<file path="src/rtl/fifo_ptr_ctrl.sv">
// fifo_ptr_ctrl: one side of an async FIFO pointer pair.
// Owns the local binary/Gray pointers, synchronises the remote Gray pointer,
// gates increments against full (IsWrite=1) or empty (IsWrite=0) and
// registers the status flag.
// Optional build macro ASYNC_FIFO_PTR_LEVEL_EN adds o_level / o_almost.
module fifo_ptr_ctrl #(
  parameter int PtrWidth     = 2,
  parameter int NSync        = 2,
  parameter int IsWrite      = 1,
  parameter int AlmostThresh = 1
) (
  input  logic                clk,
  input  logic                rst_n,
  input  logic                i_inc_req,
  input  logic [PtrWidth:0]   i_remote_gray_ptr,
  output logic                o_inc_ack,
  output logic [PtrWidth:0]   o_bin_ptr_comb,
  output logic [PtrWidth:0]   o_bin_ptr,
  output logic [PtrWidth:0]   o_gray_ptr,
  output logic [PtrWidth-1:0] o_addr,
  output logic                o_block
`ifdef ASYNC_FIFO_PTR_LEVEL_EN
  ,
  output logic [PtrWidth:0]   o_level,
  output logic                o_almost
`endif
);
  localparam int PW = PtrWidth;
  localparam logic [PW:0] One = (PW+1)'(1);
  // Inverting the top two Gray bits is the Gray image of "binary + Depth".
  localparam logic [PW:0] TopMask = (One << PW) | (One << (PW-1));
  localparam logic BlkRst = (IsWrite == 0);

  logic            r_rst_meta;
  logic            r_rst_sync;
  logic [NSync-1:0][PW:0] r_sync;
  logic [PW:0]     w_rsync;
  logic            w_inc_ack;
  logic [PW:0]     w_bin_d;
  logic [PW:0]     w_gray_d;
  logic            w_blk_d;

  // Reset bridge: assert asynchronously, release after two local edges.
  always_ff @(posedge clk or negedge rst_n) begin
    if (!rst_n) begin
      r_rst_meta <= 1'b0;
      r_rst_sync <= 1'b0;
    end else begin
      r_rst_meta <= 1'b1;
      r_rst_sync <= r_rst_meta;
    end
  end

  // Remote Gray pointer synchroniser chain.
  always_ff @(posedge clk or negedge r_rst_sync) begin
    if (!r_rst_sync) r_sync <= '0;
    else             r_sync <= {r_sync[NSync-2:0], i_remote_gray_ptr};
  end

  assign w_rsync   = r_sync[NSync-1];
  assign w_inc_ack = i_inc_req & ~o_block & r_rst_sync;
  assign w_bin_d   = o_bin_ptr + (PW+1)'(w_inc_ack);
  assign w_gray_d  = (w_bin_d >> 1) ^ w_bin_d;
  // Flags compare next-state local pointer against the current synced remote.
  assign w_blk_d   = (IsWrite != 0) ? (w_gray_d == (w_rsync ^ TopMask))
                                    : (w_gray_d == w_rsync);

  assign o_inc_ack      = w_inc_ack;
  assign o_bin_ptr_comb = w_bin_d;
  assign o_addr         = o_bin_ptr[PW-1:0];

  // Local pointer and block flag registers.
  always_ff @(posedge clk or negedge r_rst_sync) begin
    if (!r_rst_sync) begin
      o_bin_ptr  <= '0;
      o_gray_ptr <= '0;
      o_block    <= BlkRst;
    end else begin
      o_bin_ptr  <= w_bin_d;
      o_gray_ptr <= w_gray_d;
      o_block    <= w_blk_d;
    end
  end

`ifdef ASYNC_FIFO_PTR_LEVEL_EN
  localparam int Depth = 1 << PW;
  localparam logic [PW:0] AlmWrLim = (PW+1)'(Depth - AlmostThresh);
  localparam logic [PW:0] AlmRdLim = (PW+1)'(AlmostThresh);

  logic [PW:0] w_rbin;
  logic [PW:0] w_level_d;
  logic        w_alm_d;

  // Gray to binary: each bit is the XOR of all Gray bits at or above it.
  always_comb begin
    w_rbin = '0;
    for (int i = 0; i <= PW; i++) w_rbin[i] = ^(w_rsync >> i);
  end

  assign w_level_d = (IsWrite != 0) ? (w_bin_d - w_rbin) : (w_rbin - w_bin_d);
  assign w_alm_d   = (IsWrite != 0) ? (w_level_d >= AlmWrLim)
                                    : (w_level_d <= AlmRdLim);

  // Occupancy and almost-flag registers.
  always_ff @(posedge clk or negedge r_rst_sync) begin
    if (!r_rst_sync) begin
      o_level  <= '0;
      o_almost <= BlkRst;
    end else begin
      o_level  <= w_level_d;
      o_almost <= w_alm_d;
    end
  end
`endif

endmodule

</file>
<file path="config.mk">
export PLATFORM = sky130hd
export DESIGN_NAME = fifo_ptr_ctrl
export DESIGN_NICKNAME = d
export VERILOG_FILES = /design/src/rtl/fifo_ptr_ctrl.sv
export SDC_FILE = /design/constraint.sdc
export NUM_CORES = 1
export LEC_CHECK = 0
export ABC_AREA = 1
export BUFFER_PORTS_ARGS = -buffer_cell sky130_fd_sc_hd__buf_2
export CORE_UTILIZATION = 38
export DETAILED_ROUTE_END_ITERATION = 7
export PLACE_DENSITY = 0.62
export REMOVE_ABC_BUFFERS = 1
export SLEW_MARGIN = 30
export SYNTH_ARGS = -nofsm -noshare
export SYNTH_HDL_FRONTEND = slang
export SYNTH_SLANG_ARGS = --single-unit
</file>
<file path="constraint.sdc">
create_clock -name clk -period 1.52 [get_ports clk]
set_input_delay 0.076 -clock clk [delete_from_list [all_inputs] [get_ports clk]]
set_output_delay 0.076 -clock clk [all_outputs]
set_load 0.1 [all_outputs]
</file>
==> impl_metrics.json <==
{
  "outcome": "finished, violations left",
  "violations": "negative setup slack",
  "synth_cells": 54,
  "yosysSeqAreaShare": 0.6264,
  "grt_pass1_vias": 420,
  "fillers": 97,
  "yosys_warnings": 0,
  "grt.overflow.total": 0,
  "wl_per_cell_um": 10.87,
  "end_kind": "output port",
  "finalCritPeriodShare": 1.043,
  "layout-drive-gt1-share": 0.5930,
  "slew_violations": 0,
  "grt_pass1_wl_um": 1676,
  "yosys-top-cells-area": "dfrtp_1 (63%), nand2_1 (7.4%), nand3_1 (7.2%)",
  "crit_family": "adder cells",
  "start_util": 0.4193,
  "clock_latency_ns": 0.27,
  "clk_path_buf_depth": 2,
  "use_met3": 0.05000,
  "fp.dieW_um": 40.37,
  "rows": 13,
  "cp.required_ns": 1.44,
  "finalHoldViolCount": 0,
  "met1_usage": 0.1625,
  "grt_max_degree": 13,
  "core_area_mm2": 0.001334,
  "area_delta_synth_final_pct": 68.01,
  "crit_arrival_ns": 1.51,
  "finalWirelength_um": 1098,
  "n_antenna_cell": 0,
  "portBuffers": 18,
  "fin_setup_tns_ns": -0.1457,
  "postLayoutSetupSlackWorst_ns": -0.06509,
  "grt_setup_unrepaired": "yes",
  "critPathBufInv": 2,
  "cts-buffers-inserted": 3,
  "ios": 19,
  "hpwl_um": 654.3,
  "start_kind": "register",
  "netlist-cell-type-count": 12,
  "fmax_ghz": 0.6309,
  "grt_use_met2": 0.3016,
  "antenna_left": 0,
  "cts.sinks": 14,
  "critical_path.cell_chain": "nand2_1, nor2_2, ha_2, ha_4, buf_6, buf_12",
  "multiInputGateArea_um2": 227.7,
  "antenna_found_initial": 0,
  "gp_congestion": 0.6435,
  "grt.total_usage": 0.1700,
  "clock-skew-final_ns": 0.003495,
  "drt_pre_antenna_iters": 4,
  "fin_nets": 95,
  "drv_cap": 0,
  "hp-class": "in -> async",
  "fin_util": 0.7045,
  "ff_latch_area_um2": 350.3,
  "crit_type": "reg -> out",
  "crit_start": "r_rst_sync$_DFF_PN0_",
  "post-place-ws_ns": -0.06668,
  "placed_cells": 87,
  "cts_root_buf": "clkbuf_4",
  "setup_viol": 3,
  "synth.top_cell.area_share": 0.6264,
  "die_area_mm2": 0.001629,
  "vias_per_cell": 4.604,
  "via_count": 465,
  "clk_pin_slew_ns": 0.08,
  "synth.avg_cell_area_um2": 10.36,
  "r2r-start": "r_rst_sync$_DFF_PN0_",
  "slowest_stage": "dfrtp_1",
  "drcViolationCount": 0,
  "worstPathMaxFanout": 2,
  "ctsHtreeMaxLevel": 1,
  "cts_tree": "yes",
  "fin_crit_ns": 1.585,
  "synth_area_um2": 559.3,
  "crit_path_max_incr_delay_ns": 0.39,
  "drt_iter0_markers": 7,
  "fin_cells": 101,
  "synth-seq-cells": 14,
  "die_h_um": 40.37,
  "grt_busiest_layer": "met2",
  "yosysTopAreaCell": "dfrtp_1"
}
## metrics by stage
step | hold slack, ns | area [µm²]
2_1_floorplan | -0.2196 | 529.3
3_3_place_gp | -0.1373 | 728.2
3_5_place_dp | -0.1358 | 728.2
4_1_cts | 0.08994 | 909.6
5_1_grt | 0.1143 | 939.7
6_report | 0.1210 | 939.7
## path summary, 6_finish.rpt
kind	depth (start not counted)	slack, ns	endpoint
min in group clk	0	0.35	w_rsync[2]$_DFF_PN0_
max in group asynchronous	1	1.16	w_rsync[0]$_DFF_PN0_
worst min-delay path	2	0.12	r_rst_meta$_DFF_PN0_
worst max register to register	12	-0.02	o_block$_DFF_PN0_
worst min register to register	1	0.21	o_bin_ptr[2]$_DFF_PN0_
worst max-delay path	6	-0.07	o_bin_ptr_comb[1]
## flip-flops by register name, indices dropped and copies added (netlist names)
name        cells
o_block         1
r_sync          3
o_gray_ptr      2
r_rst_meta      1
r_rst_sync      1
w_rsync         3
o_bin_ptr       3
## timing repair
action | in CTS | in global routing
setup buffers | 6 | 0
hold endpoints to repair | 5 | 0
hold buffers | 4 | 0
gates resized for setup | 14 | 7
pin swaps | 9 | 6
setup endpoints to repair | 3 | 4
## layer usage
layer  up-vias  wire [µm]
met3         2         42
met5         -          0
met2        16        644
li1        228          -
met1       219        400
met4         0         11
## placed cells by master (no fill, tap or decap), drive strengths merged
cell,instances
buf,28
dlygate4sd3,4
clkbuf,4
nand3,8
conb,1
nand3b,1
nor2,2
ha,2
inv,7
nand2,15
dfrtp,14
## layout make-up
class,count,share of cell area
repair buffers,32,0.2903
multi-input cells,29,0.2423
inverters,7,0.03595
well taps,15,0.01997
clock buffers,4,0.03862
flip-flops and latches,14,0.3728
## cells in the mapped netlist
library cell,n
buf_4,4
conb_1,1
dfrtp_1,14
ha_1,2
inv_1,3
inv_2,4
nand2_1,11
nand2_2,4
nand3_1,8
nand3b_1,1
nor2_1,1
nor2_2,1
## cells by family after synthesis
| group | share of synthesized area |
|---|---|
| AND/OR/NAND/NOR | 0.2215 |
| other | 0.006705 |
| adder cells (fa/ha/maj) | 0.04474 |
| flip-flops | 0.6264 |
| buffers and inverters | 0.1007 |
Power is left out: the tool's default activity adds up to more than one toggle a clock period on the data nets, which glitch-free logic cannot reach.
